--- config.mk ---
export PLATFORM = sky130hd
export DESIGN_NAME = imem_loader
export DESIGN_NICKNAME = d
export VERILOG_FILES = /design/src/rtl/imem_loader.sv
export SDC_FILE = /design/constraint.sdc
export NUM_CORES = 1
export LEC_CHECK = 0
export ABC_AREA = 1
export BUFFER_PORTS_ARGS = -buffer_cell sky130_fd_sc_hd__buf_2
export CORE_MARGIN = 2
export CORE_UTILIZATION = 50
export DETAILED_ROUTE_END_ITERATION = 6
export PLACE_DENSITY = 0.81
export SYNTH_ARGS = -nofsm -noshare
export SYNTH_HDL_FRONTEND = slang
export SYNTH_SLANG_ARGS = --single-unit
--- constraint.sdc ---
create_clock -name clk -period 2.6 [get_ports clk]
set_clock_uncertainty 0.15 [all_clocks]
set_input_delay 0.13 -clock clk [delete_from_list [all_inputs] [get_ports clk]]
set_output_delay 0.13 -clock clk [all_outputs]
set_load 0.02 [all_outputs]
--- src/rtl/imem_loader.sv ---
// -----------------------------------------------------------------------------
// imem_loader
//
// Boot-time program loader for the single-cycle RV32I core. It takes a byte
// stream over a valid/ready handshake and assembles little-endian 32-bit
// instruction words. Each word goes to the instruction-memory write port. The
// core is held in reset until the whole image has landed.
//
// Stream: N[7:0], N[15:8], then 4*N payload bytes (LSB of each word first),
// then one checksum byte when the checksum build option is enabled.
//
// Build option:
//   IMEM_LOADER_CHECKSUM_EN  - when defined, a trailing checksum byte is
//                              expected. It must equal the 8-bit sum of all
//                              payload bytes, otherwise the load ends in ERROR.
//
// Parameters:
//   ADDR_W      instruction-memory word-address width (capacity 2^ADDR_W words)
//
// Ports:
//   clk         core clock, all state updates on the rising edge
//   reset       synchronous, active-high reset
//   start       one-cycle pulse, begins a load from IDLE, DONE or ERROR
//   rx_data     incoming stream byte
//   rx_valid    rx_data is valid
//   rx_ready    loader accepts a byte this cycle
//   imem_we     instruction-memory write enable, one pulse per word
//   imem_addr   word address of the write
//   imem_wdata  instruction word being written
//   cpu_reset   reset to the core, high until a load completes
//   done        load completed successfully
//   error       load aborted (oversized header or bad checksum)
// -----------------------------------------------------------------------------
module imem_loader #(
    parameter int ADDR_W = 6
) (
    input  logic              clk,
    input  logic              reset,
    input  logic              start,
    input  logic [7:0]        rx_data,
    input  logic              rx_valid,
    output logic              rx_ready,
    output logic              imem_we,
    output logic [ADDR_W-1:0] imem_addr,
    output logic [31:0]       imem_wdata,
    output logic              cpu_reset,
    output logic              done,
    output logic              error
);

    typedef enum logic [2:0] {
        IDLE  = 3'd0,
        HDR0  = 3'd1,
        HDR1  = 3'd2,
        DATA  = 3'd3,
        WRITE = 3'd4,
`ifdef IMEM_LOADER_CHECKSUM_EN
        CHECK = 3'd5,
`endif
        DONE  = 3'd6,
        ERROR = 3'd7
    } state_t;

    localparam int unsigned CAPACITY = 1 << ADDR_W;

    // State entered once the last payload word is written (or right after an
    // empty header).
`ifdef IMEM_LOADER_CHECKSUM_EN
    localparam state_t S_LAST = CHECK;
`else
    localparam state_t S_LAST = DONE;
`endif

    // Output vector registered together with each state change:
    // {rx_ready, imem_we, cpu_reset, done, error}
    function automatic logic [4:0] state_outputs(input state_t s);
        logic rdy;
        rdy = (s == HDR0) || (s == HDR1) || (s == DATA);
`ifdef IMEM_LOADER_CHECKSUM_EN
        rdy = rdy || (s == CHECK);
`endif
        return {rdy, s == WRITE, s != DONE, s == DONE, s == ERROR};
    endfunction

    state_t          r_state;
    logic            r_rx_ready;
    logic            r_imem_we;
    logic            r_cpu_reset;
    logic            r_done;
    logic            r_error;
    // One bit wider than the address so a full-capacity count (N = 2^ADDR_W)
    // can be represented and compared.
    logic [ADDR_W:0] r_widx;
    logic [ADDR_W:0] r_n;
    logic [7:0]      r_n_lo;
    logic [1:0]      r_lane;
    logic [31:0]     r_word;
`ifdef IMEM_LOADER_CHECKSUM_EN
    logic [7:0]      r_csum;
`endif

    logic            w_xfer;
    logic [15:0]     w_n_full;
    logic            w_n_too_big;
    logic [ADDR_W:0] w_widx_inc;

    assign w_xfer      = rx_valid & r_rx_ready;
    assign w_n_full    = {rx_data, r_n_lo};
    assign w_n_too_big = {16'd0, w_n_full} > CAPACITY;
    assign w_widx_inc  = r_widx + 1'b1;

    always_ff @(posedge clk) begin
        if (reset) begin
            r_state <= IDLE;
            {r_rx_ready, r_imem_we, r_cpu_reset, r_done, r_error} <= state_outputs(IDLE);
            r_widx  <= '0;
            r_n     <= '0;
            r_n_lo  <= '0;
            r_lane  <= '0;
            r_word  <= '0;
`ifdef IMEM_LOADER_CHECKSUM_EN
            r_csum  <= '0;
`endif
        end else begin
            case (r_state)
                IDLE, DONE, ERROR: begin
                    if (start) begin
                        r_state <= HDR0;
                        {r_rx_ready, r_imem_we, r_cpu_reset, r_done, r_error} <= state_outputs(HDR0);
                        r_widx  <= '0;
                        r_lane  <= '0;
`ifdef IMEM_LOADER_CHECKSUM_EN
                        r_csum  <= '0;
`endif
                    end
                end

                HDR0: begin
                    if (w_xfer) begin
                        r_n_lo  <= rx_data;
                        r_state <= HDR1;
                        {r_rx_ready, r_imem_we, r_cpu_reset, r_done, r_error} <= state_outputs(HDR1);
                    end
                end

                HDR1: begin
                    if (w_xfer) begin
                        // Truncation is exact whenever the count is in range.
                        r_n <= w_n_full[ADDR_W:0];
                        if (w_n_too_big) begin
                            r_state <= ERROR;
                            {r_rx_ready, r_imem_we, r_cpu_reset, r_done, r_error} <= state_outputs(ERROR);
                        end else if (w_n_full == 16'd0) begin
                            r_state <= S_LAST;
                            {r_rx_ready, r_imem_we, r_cpu_reset, r_done, r_error} <= state_outputs(S_LAST);
                        end else begin
                            r_state <= DATA;
                            {r_rx_ready, r_imem_we, r_cpu_reset, r_done, r_error} <= state_outputs(DATA);
                        end
                    end
                end

                DATA: begin
                    if (w_xfer) begin
                        r_word[{r_lane, 3'b000} +: 8] <= rx_data;
                        r_lane <= r_lane + 2'd1;
`ifdef IMEM_LOADER_CHECKSUM_EN
                        r_csum <= r_csum + rx_data;
`endif
                        if (r_lane == 2'd3) begin
                            r_state <= WRITE;
                            {r_rx_ready, r_imem_we, r_cpu_reset, r_done, r_error} <= state_outputs(WRITE);
                        end
                    end
                end

                WRITE: begin
                    // imem_addr shows the pre-increment index during this cycle.
                    r_widx <= w_widx_inc;
                    if (w_widx_inc == r_n) begin
                        r_state <= S_LAST;
                        {r_rx_ready, r_imem_we, r_cpu_reset, r_done, r_error} <= state_outputs(S_LAST);
                    end else begin
                        r_state <= DATA;
                        {r_rx_ready, r_imem_we, r_cpu_reset, r_done, r_error} <= state_outputs(DATA);
                    end
                end

`ifdef IMEM_LOADER_CHECKSUM_EN
                CHECK: begin
                    if (w_xfer) begin
                        if (rx_data == r_csum) begin
                            r_state <= DONE;
                            {r_rx_ready, r_imem_we, r_cpu_reset, r_done, r_error} <= state_outputs(DONE);
                        end else begin
                            r_state <= ERROR;
                            {r_rx_ready, r_imem_we, r_cpu_reset, r_done, r_error} <= state_outputs(ERROR);
                        end
                    end
                end
`endif

                default: begin
                    r_state <= IDLE;
                    {r_rx_ready, r_imem_we, r_cpu_reset, r_done, r_error} <= state_outputs(IDLE);
                end
            endcase
        end
    end

    assign rx_ready   = r_rx_ready;
    assign imem_we    = r_imem_we;
    assign imem_addr  = r_widx[ADDR_W-1:0];
    assign imem_wdata = r_word;
    assign cpu_reset  = r_cpu_reset;
    assign done       = r_done;
    assign error      = r_error;

endmodule

==> results_dict.tcl, run 1 <==
set metrics [dict create \
    hold_buffers 9 \
    cp_data_required_time_ns 2.72 \
    reg2reg_depth 6 \
    die_width_microns 81.77 \
    antenna_found_initial 0 \
    drtAntennaViolNets 0 \
    post_cts_resized 0 \
    synth_area_leaders "dfxtp_1 42%, nand2_1 13%, a21oi_1 8.6%" \
    dpl-instance-area_sq_mm 0.003299 \
    num_vias 2999 \
    ys_warn_count 0 \
    drive_above_1_share_pct 16.84 \
    postCtsSetupRepairBufs 0 \
    clock_sinks 64 \
    netlist.area_leader.share_pct 42.37 \
    r2r-end "imem_wdata[17]" \
    slowest_stage "dfxtp_1" \
    slew_headroom_pct 56.83 \
    dp_hpwl_microns 5190 \
    worstHoldPathType "in -> reg" \
    power_density_mw_per_mm2 806.1 \
    synth_top_area_cell "dfxtp_1" \
    yosys_register_bits 64 \
    startpoint_type "register" \
    worstSetupPathType "reg -> reg" \
    arrival_ns 2.44 \
    wl_microns 7487 \
    grt_max_degree 45 \
    rsz0062_at_grt "no" \
    clkLatencyLatePin_ns 0.34 \
    grt_pass1_wl_microns 12010 \
    crit_end "imem_wdata[17]" \
    finalInstanceArea_sq_mm 0.003603 \
    track_usage_pct 23.77 \
    place_congestion 0.8275 \
    die_h_microns 81.77 \
    power_leakage_nw 1.541 \
    wl_per_cell_microns 13.47 \
    initial_core_util_pct 51.38 \
    worstSetupStartpoint "r_lane[0]" \
    cap_violations 0 \
    numCtsBuffers 9 \
    crit_path_cell_trace "inv_1 -> ha_1 -> nand2_1 -> nor2_1 -> nand4_1 -> a21oi_1" \
    synth_cell_types 29 \
    hold_violations 0 \
    critPathMaxStageDelay_ns 0.59 \
    ctsRootBufferMaster "clkbuf_8" \
    diodes 0 \
    io_pins 55 \
    drt_first_iter_violations 256 \
    drc_errors 0 \
    dieArea_sq_mm 0.006686 \
    setup_violations 0 \
    period_needed_ns 2.320 \
    r2r_start "r_lane[0]" \
    period_share_pct 89.24 \
    rows 28 \
    cts_tree "built" \
    max_freq_mhz 431.0 \
    ctsLongestPathBuffers 2 \
    core-area_sq_mm 0.005886 \
    ys_seq_area_share_pct 42.37 \
    ir_drop_uv 447.3 \
    worstSetupEndpointType "register" \
    totalNegativeSetupSlack_ns 0 \
    final_util_pct 61.22 \
    area_growth_pct 19.16 \
    synth_cells 421 \
    ff2ff_setup_slack_ns 0.28 \
    fillers 527 \
    grt_pass1_vias 2596 \
    syn_area_per_cell_sq_um 7.183 \
    viasPerCell 5.394 \
    worst_pin_slew_ns 0.6452 \
    maxSlewViolCount 0 \
    crit_fanout 14 \
    synth_fp_nets 440 \
    clkSlewWorstSetupHoldPaths_ns 0.07 \
    final_nets 495 \
    status "complete, no violations" \
    synth_area_sq_mm 0.003024 \
    grt_remaining_overflow 0 \
    first_pass_iters 5 \
    io_buffers 54 \
    htreeDepth 3 \
]
-- cell usage in the layout (no fill, tap or decap), drive strengths merged --
master and count:
clkinv 1, bufinv 2, nand3 25, nor4 2, o211a 1, nand4 19
nand3b 2, buf 60, xnor2 1, a211oi 2, dfxtp 64, or3 16
xor2 1, ha 7, nor2 30, nand2 106, or2 1, dlygate4sd3 9
inv 33, a21oi 52, nor3 12, clkbuf 13, o21ai 21, o31ai 1
-- per-stage QoR --
stage | hold WS, ns | total power [mW] | setup slack, ns | cells
floorplan | 0.1221 | 1.733 | 0.5729 | 421
global placement | 0.3009 | 1.930 | 0.4427 | 531
detailed placement | 0.3032 | 1.955 | 0.3163 | 531
CTS | 0.1416 | 2.894 | 0.3164 | 556
global route | 0.2051 | 3.084 | 0.02296 | 556
finish | 0.1553 | 2.905 | 0.2799 | 556
-- worst max-delay path, delay by kind of cell, from the launching register on --
| kind | cells | cell delay, ns |
|---|---|---|
| DFF | 1 | 0.59 |
| adders and majority gates | 1 | 0.42 |
| buffers and inverters | 1 | 0.20 |
| and+or+nand+nor | 3 | 0.73 |
| AOI/OAI and AO/OA | 1 | 0.15 |
-- power breakdown --
part	switching, mW	leakage [nW]	internal, mW	total [mW]
clock	0.370	0.108	0.566	0.936
combinational	0.581	0.916	0.252	0.833
sequential	0.0737	0.517	1.06	1.14
-- registers in the layout (all words and copies together), names as in the netlist, 2 cells and up --
register / count
r_n: 7
r_widx: 7
r_lane: 2
imem_wdata: 32
r_n_lo: 8
r_state: 3
-- metal layers --
metal,track usage (%),routed length [microns]
met1,32.29,3454
met3,6.593,467
met2,35.20,3439
met5,0,0
met4,10.33,126
-- cells in the mapped netlist --
cell / instances
a211oi_1: 2
a21oi_1: 52
buf_2: 2
buf_4: 6
buf_6: 2
clkbuf_1: 15
dfxtp_1: 64
ha_1: 7
inv_1: 31
inv_2: 2
nand2_1: 105
nand2_4: 1
nand3_1: 24
nand3_2: 1
nand3b_1: 2
nand4_1: 19
nor2_1: 28
nor2_2: 1
nor2_4: 1
nor3_1: 11
nor3_4: 1
nor4_1: 2
o211a_1: 1
o21ai_0: 21
o31ai_1: 1
or2_2: 1
or3_1: 16
xnor2_1: 1
xor2_1: 1
-- cells by family (layout without fill, tap and decap cells) --
logic type | Yosys count | count (layout) | share of synthesized area, %
AND/OR/NAND/NOR | 213 | 213 | 32.48
AO/OA/AOI/OAI | 77 | 77 | 13.16
flip-flops | 64 | 64 | 42.37
buffers and inverters | 58 | 118 | 8.523
adder cells (fa/ha/maj) | 7 | 7 | 2.896
XOR/XNOR | 2 | 2 | 0.5793
-- layout make-up --
class                           instances  area (sq um)  share of cell area [%]
Inverter                               33         123.9                   3.438
Clock inverter                          3         65.06                   1.806
Sequential cell                        64          1281                   35.56
Tap cell                               75         93.84                   2.604
Timing Repair Buffer                   69         405.4                   11.25
Clock buffer                           13         148.9                   4.132
Multi-Input combinational cell        299          1485                   41.22
-- how the worst min path moves through the flow --
stage                         from             end  slack [ns]  cells after the start
finish                       reset       cpu_reset        0.16                      3
global route                 reset       cpu_reset        0.21                      3
CTS                          reset       cpu_reset        0.14                      3
detailed placement   imem_wdata[1]   imem_wdata[1]        0.30                      2
global placement    imem_wdata[27]  imem_wdata[27]        0.30                      2
floorplan               rx_data[4]       r_n_lo[4]        0.12                      2
Power figures use the tool's default switching activity.
==> run 2: changes to the inputs <==
--- a/config.mk
+++ b/config.mk
@@ -8,9 +8,9 @@
 export ABC_AREA = 1
 export BUFFER_PORTS_ARGS = -buffer_cell sky130_fd_sc_hd__buf_2
 export CORE_MARGIN = 2
-export CORE_UTILIZATION = 50
+export CORE_UTILIZATION = 55
 export DETAILED_ROUTE_END_ITERATION = 6
-export PLACE_DENSITY = 0.81
+export PLACE_DENSITY = 0.87
 export SYNTH_ARGS = -nofsm -noshare
 export SYNTH_HDL_FRONTEND = slang
 export SYNTH_SLANG_ARGS = --single-unit
==> run 2 against run 1 <==
Die area shrank 8.7%. First-iteration DRC count increased by 9.8%. Combinational power decreased by 1%. Utilization up 7.0 points. Maximum frequency rose by 4.1%. Global-route usage grew 1.4 points. Via count increased by 0.37%. Largest cell class unchanged. Clock-buffer cell count shrank 1. Critical path type unchanged. Wire length is 0.23% lower. Highest routed layer unchanged.
==> results_dict.tcl, run 2 (same netlist as run 1, synthesis figures left out) <==
set metrics [dict create \
    p_sw_mw 1.002 \
    place_ws_ns 0.2975 \
    crit_fanout 14 \
    clkSlewWorstSetupHoldPaths_ns 0.06 \
    drive_above_1_share_pct 16.56 \
    arrival_ns 2.35 \
    core-area_sq_mm 0.005205 \
    cp_data_required_time_ns 2.73 \
    maxSlewViolCount 0 \
    area_growth_pct 17.50 \
    ctsRootBufferMaster "clkbuf_8" \
    grt_pass1_vias 2664 \
    rsz0062_at_grt "no" \
    first_pass_iters 5 \
    totalNegativeSetupSlack_ns 0 \
    internal-power_mw 1.765 \
    cts_tree "built" \
    drt_first_iter_violations 281 \
    io_pins 55 \
    final_cells 547 \
    met2_length_microns 3433 \
    worstHoldPathType "in -> reg" \
    period_share_pct 85.73 \
    ir_drop_uv 491.0 \
    ctsLongestPathBuffers 2 \
    pwr-share-comb_pct 29.7 \
    wl_met1_microns 3345 \
    slew_headroom_pct 58.97 \
    dp_hpwl_microns 5261 \
    postCtsSetupRepairBufs 0 \
    worstSetupEndpointType "register" \
    wl_microns 7470 \
    final_nets 494 \
    final_cell_mix "105 x nand2_1, 64 x dfxtp_1, 54 x buf_2, 52 x a21oi_1, 31 x inv_1" \
    wl_met3_microns 524 \
    viasPerCell 5.503 \
    clock_sinks 64 \
    setup_violations 0 \
    numCtsBuffers 9 \
    period_needed_ns 2.229 \
    worst_slack_ns 0.3711 \
    rows 26 \
    max_freq_mhz 448.6 \
    startpoint_type "register" \
    fillers 434 \
    drc_errors 0 \
    diodes 0 \
    grt_remaining_overflow 0 \
    power_leakage_nw 1.516 \
    die_width_microns 78.15 \
    highest_layer "met4" \
    drtAntennaViolNets 0 \
    io_buffers 54 \
    status "complete, no violations" \
    die_h_microns 78.15 \
    initial_core_util_pct 58.10 \
    antenna_found_initial 0 \
    placed_cells 525 \
    worst_pin_slew_ns 0.6132 \
    p_seq_share_pct 41.2 \
    grt_pass1_wl_microns 12030 \
    num_vias 3010 \
    switching_share_pct 36.22 \
    worstSetupPathType "reg -> reg" \
    cap_violations 0 \
    power_density_mw_per_mm2 778.8 \
    layout_commonest_cell "nand2_1" \
    hold_violations 0 \
    dieArea_sq_mm 0.006107 \
    largest_register_ffs 32 \
    clkLatencyLatePin_ns 0.35 \
    clockPowerShare_pct 29.1 \
    track_usage_pct 25.15 \
    htreeDepth 3 \
    wl_per_cell_microns 13.66 \
    place_congestion 0.9033 \
    grt_max_degree 45 \
]
[run 2: cell types whose count changed in the layout (fill, tap and decap cells not counted)]
cell | previous run | this run
clkbuf_1 | 3 | 2
bufinv_16 | 2 | 1
buf_4 | 6 | 5
nor2_2 | 1 | 2
nor2_1 | 28 | 27
clkinv_2 | 1 | 0
[run 2: cell type report]
| cell class | instances | area (sq um) | share of cell area (%) |
|---|---|---|---|
| clock buffers | 12 | 145.1 | 4.084 |
| clock inverters | 1 | 30.03 | 0.8451 |
| inverters | 33 | 123.9 | 3.486 |
| multi-input cells | 299 | 1488 | 41.87 |
| flip-flops and latches | 64 | 1281 | 36.06 |
| well taps | 70 | 87.58 | 2.465 |
| repair buffers | 68 | 397.9 | 11.20 |
[run 2: routing by layer]
metal,global-route usage [%],vias up
li1,-,1506
met1,33.04,1378
met2,38.97,109
met3,5.632,17
met4,12.63,0
met5,0,-
[run 2: stage by stage]
stage | hold slack, ns | power [mW] | utilization [%] | area, sq um
finish | 0.1437 | 2.767 | 68.27 | 3553
global route | 0.1918 | 2.935 | 68.27 | 3553
CTS | 0.1408 | 2.759 | 68.22 | 3551
detailed placement | 0.3027 | 1.954 | 63.13 | 3286
global placement | 0.2992 | 1.932 | 63.13 | 3286
floorplan | 0.1221 | 1.733 | - | 3024
[run 2: worst max-delay path: stages (launching register included)]
cell	delay, ns
dfxtp_1	0.60
inv_1	0.20
ha_1	0.44
nand2_1	0.16
nor2_2	0.32
nand4_1	0.14
a21oi_1	0.15
[run 2: worst paths after layout]
path,from,endpoint,slack [ns],cells after the start
worst max register to register,r_lane[0],imem_wdata[18],0.37,6
worst min-delay path,reset,cpu_reset,0.14,3
worst max-delay path,r_lane[0],imem_wdata[18],0.37,6
worst min register to register,imem_wdata[29],imem_wdata[29],0.31,2
[run 2: repair_timing]
item | CTS | global route
gates resized for setup | 0 | 1
endpoints found under the hold margin | 21 | 0
hold buffers | 9 | 0
endpoints found under the setup margin | 0 | 8
[run 2: power by group through the flow]
stage | sequential [mW] | combinational, mW | clock [mW]
floorplan | 1.17 | 0.563 | 0
global placement | 1.15 | 0.778 | 0
detailed placement | 1.16 | 0.797 | 0
CTS | 1.14 | 0.812 | 0.811
global route | 1.15 | 0.926 | 0.856
finish | 1.14 | 0.823 | 0.805
==> run 3: changes to the inputs <==
--- a/config.mk
+++ b/config.mk
@@ -10,7 +10,7 @@
 export CORE_MARGIN = 2
 export CORE_UTILIZATION = 55
 export DETAILED_ROUTE_END_ITERATION = 6
-export PLACE_DENSITY = 0.87
+export PLACE_DENSITY_LB_ADDON = 0.3
 export SYNTH_ARGS = -nofsm -noshare
 export SYNTH_HDL_FRONTEND = slang
 export SYNTH_SLANG_ARGS = --single-unit
==> run 3 against run 2 <==
Maximum frequency decreased by 3.4%. First-iteration DRC count increased by 2.5%. Critical path type unchanged. Sequential power about the same.
==> results_dict.tcl, run 3 (same netlist as run 1, synthesis figures left out) <==
set metrics [dict create \
    status "complete, no violations" \
    core-area_sq_mm 0.005205 \
    r2r_start "r_lane[0]" \
    first_pass_iters 5 \
    final_cell_mix "105 x nand2_1, 64 x dfxtp_1, 54 x buf_2, 52 x a21oi_1, 31 x inv_1" \
    num_vias 2967 \
    io_pins 55 \
    place_ws_ns 0.3100 \
    r2r-end "imem_wdata[20]" \
    use_met3_pct 5.862 \
    wl_microns 7301 \
    drive_above_1_share_pct 16.91 \
    crit_path_cell_trace "inv_1 -> ha_1 -> nand2_1 -> nor2_1 -> nand4_1 -> a21oi_1" \
    drtAntennaViolNets 0 \
    layout_commonest_cell "nand2_1" \
    grt_max_degree 45 \
    clkSlewWorstSetupHoldPaths_ns 0.07 \
    initial_core_util_pct 58.10 \
    switching_share_pct 35.42 \
    worst_slack_ns 0.2915 \
    rsz0062_at_grt "no" \
    min_from "reset" \
    die_h_microns 78.15 \
    power_density_mw_per_mm2 795.1 \
    worst_pin_slew_ns 0.5609 \
    clkLatencyLatePin_ns 0.34 \
    wl_per_cell_microns 13.30 \
    numCtsBuffers 9 \
    period_needed_ns 2.309 \
    grt_remaining_overflow 0 \
    hold_path_end "cpu_reset" \
    antenna_found_initial 0 \
    viasPerCell 5.404 \
    grt_pass1_wl_microns 12100 \
    htreeDepth 3 \
    place_congestion 0.9424 \
    drc_errors 0 \
    max_freq_mhz 433.2 \
    final_util_pct 68.89 \
    ctsRootBufferMaster "clkbuf_8" \
    ir_drop_uv 471.3 \
    clockPowerShare_pct 32.2 \
    drt_first_iter_violations 288 \
    grt_pass1_vias 2616 \
    maxSlewViolCount 0 \
    period_share_pct 88.79 \
    power_leakage_nw 1.536 \
    hold_violations 0 \
    grt.busiest_layer "met2" \
    io_buffers 54 \
    slew_headroom_pct 62.47 \
    worstSetupEndpointType "register" \
    largest_register_ffs 32 \
    diodes 0 \
    cp_top_family "simple AND/OR/NAND/NOR gates" \
    post_cts_resized 0 \
    track_usage_pct 25.13 \
    reg2reg_depth 6 \
    clock_sinks 64 \
    ff2ff_setup_slack_ns 0.29 \
    met1_usage_pct 35.57 \
    cts_tree "built" \
    slowest_stage "dfxtp_1" \
    p_sw_mw 1.010 \
    startpoint_type "register" \
    totalNegativeSetupSlack_ns 0 \
    ctsLongestPathBuffers 2 \
    worstSetupPathType "reg -> reg" \
    area_growth_pct 18.58 \
    critPathMaxStageDelay_ns 0.59 \
    worstHoldPathCells 3 \
    worstHoldPathType "in -> reg" \
    die_width_microns 78.15 \
    final_nets 493 \
    dp_hpwl_microns 5033 \
    setup_violations 0 \
    cp_data_required_time_ns 2.73 \
    p_seq_share_pct 39.9 \
    internal-power_mw 1.841 \
    arrival_ns 2.44 \
    rows 26 \
    use_met2_pct 35.60 \
    pwr-share-comb_pct 27.8 \
    dieArea_sq_mm 0.006107 \
    crit_buf_inv 1 \
    crit_fanout 14 \
    cap_violations 0 \
]
-- run 3: per-layer routing --
metal / up-vias / wire, microns
li1: 1510 / -
met2: 104 / 3183
met1: 1329 / 3487
met5: - / 0
met3: 24 / 452
met4: 0 / 177
-- run 3: how the worst max path moves through the flow --
stage / startpoint / endpoint / slack [ns] / cells past startpoint
2_1_floorplan: r_lane[0] / imem_wdata[16] / 0.57 / 7
6_report: r_lane[0] / imem_wdata[20] / 0.29 / 6
4_1_cts: r_lane[0] / imem_wdata[20] / 0.30 / 6
3_3_place_gp: r_lane[0] / imem_wdata[19] / 0.37 / 6
3_5_place_dp: r_lane[0] / imem_wdata[20] / 0.31 / 6
5_1_grt: r_lane[0] / imem_wdata[18] / 0.04 / 6
-- run 3: final cells by class --
class	instances	area [sq um]
multi-input combinational	299	1485
inverter	33	123.9
tap	70	87.58
clock buffer	14	182.7
timing repair buffer	67	390.4
clock inverter	2	35.03
fill	434	1619
sequential	64	1281
-- run 3: per-stage QoR --
stage	area, sq um	power, mW	hold WS [ns]	std cells
5_1_grt	3586	3.015	0.1508	549
6_report	3586	2.851	0.1394	549
4_1_cts	3586	2.847	0.1264	549
3_5_place_dp	3278	1.925	0.2903	524
3_3_place_gp	3278	1.916	0.2920	524
2_1_floorplan	3024	1.733	0.1221	421
-- run 3: repair_timing --
| action | in CTS | in global routing |
|---|---|---|
| hold buffers | 9 | 0 |
| setup buffers | 0 | 0 |
| hold endpoints to repair | 21 | 0 |
-- run 3: worst min-delay path: cells and delay by family --
kind | cells | cell delay [ns]
buffers and inverters | 2 | 0.31
and+or+nand+nor | 1 | 0.16
-- run 3: power by group through the flow --
stage | sequential (mW) | combinational, mW | clock, mW
floorplan | 1.17 | 0.563 | 0
global placement | 1.15 | 0.763 | 0
detailed placement | 1.16 | 0.768 | 0
CTS | 1.14 | 0.782 | 0.929
global route | 1.15 | 0.887 | 0.978
finish | 1.14 | 0.794 | 0.919
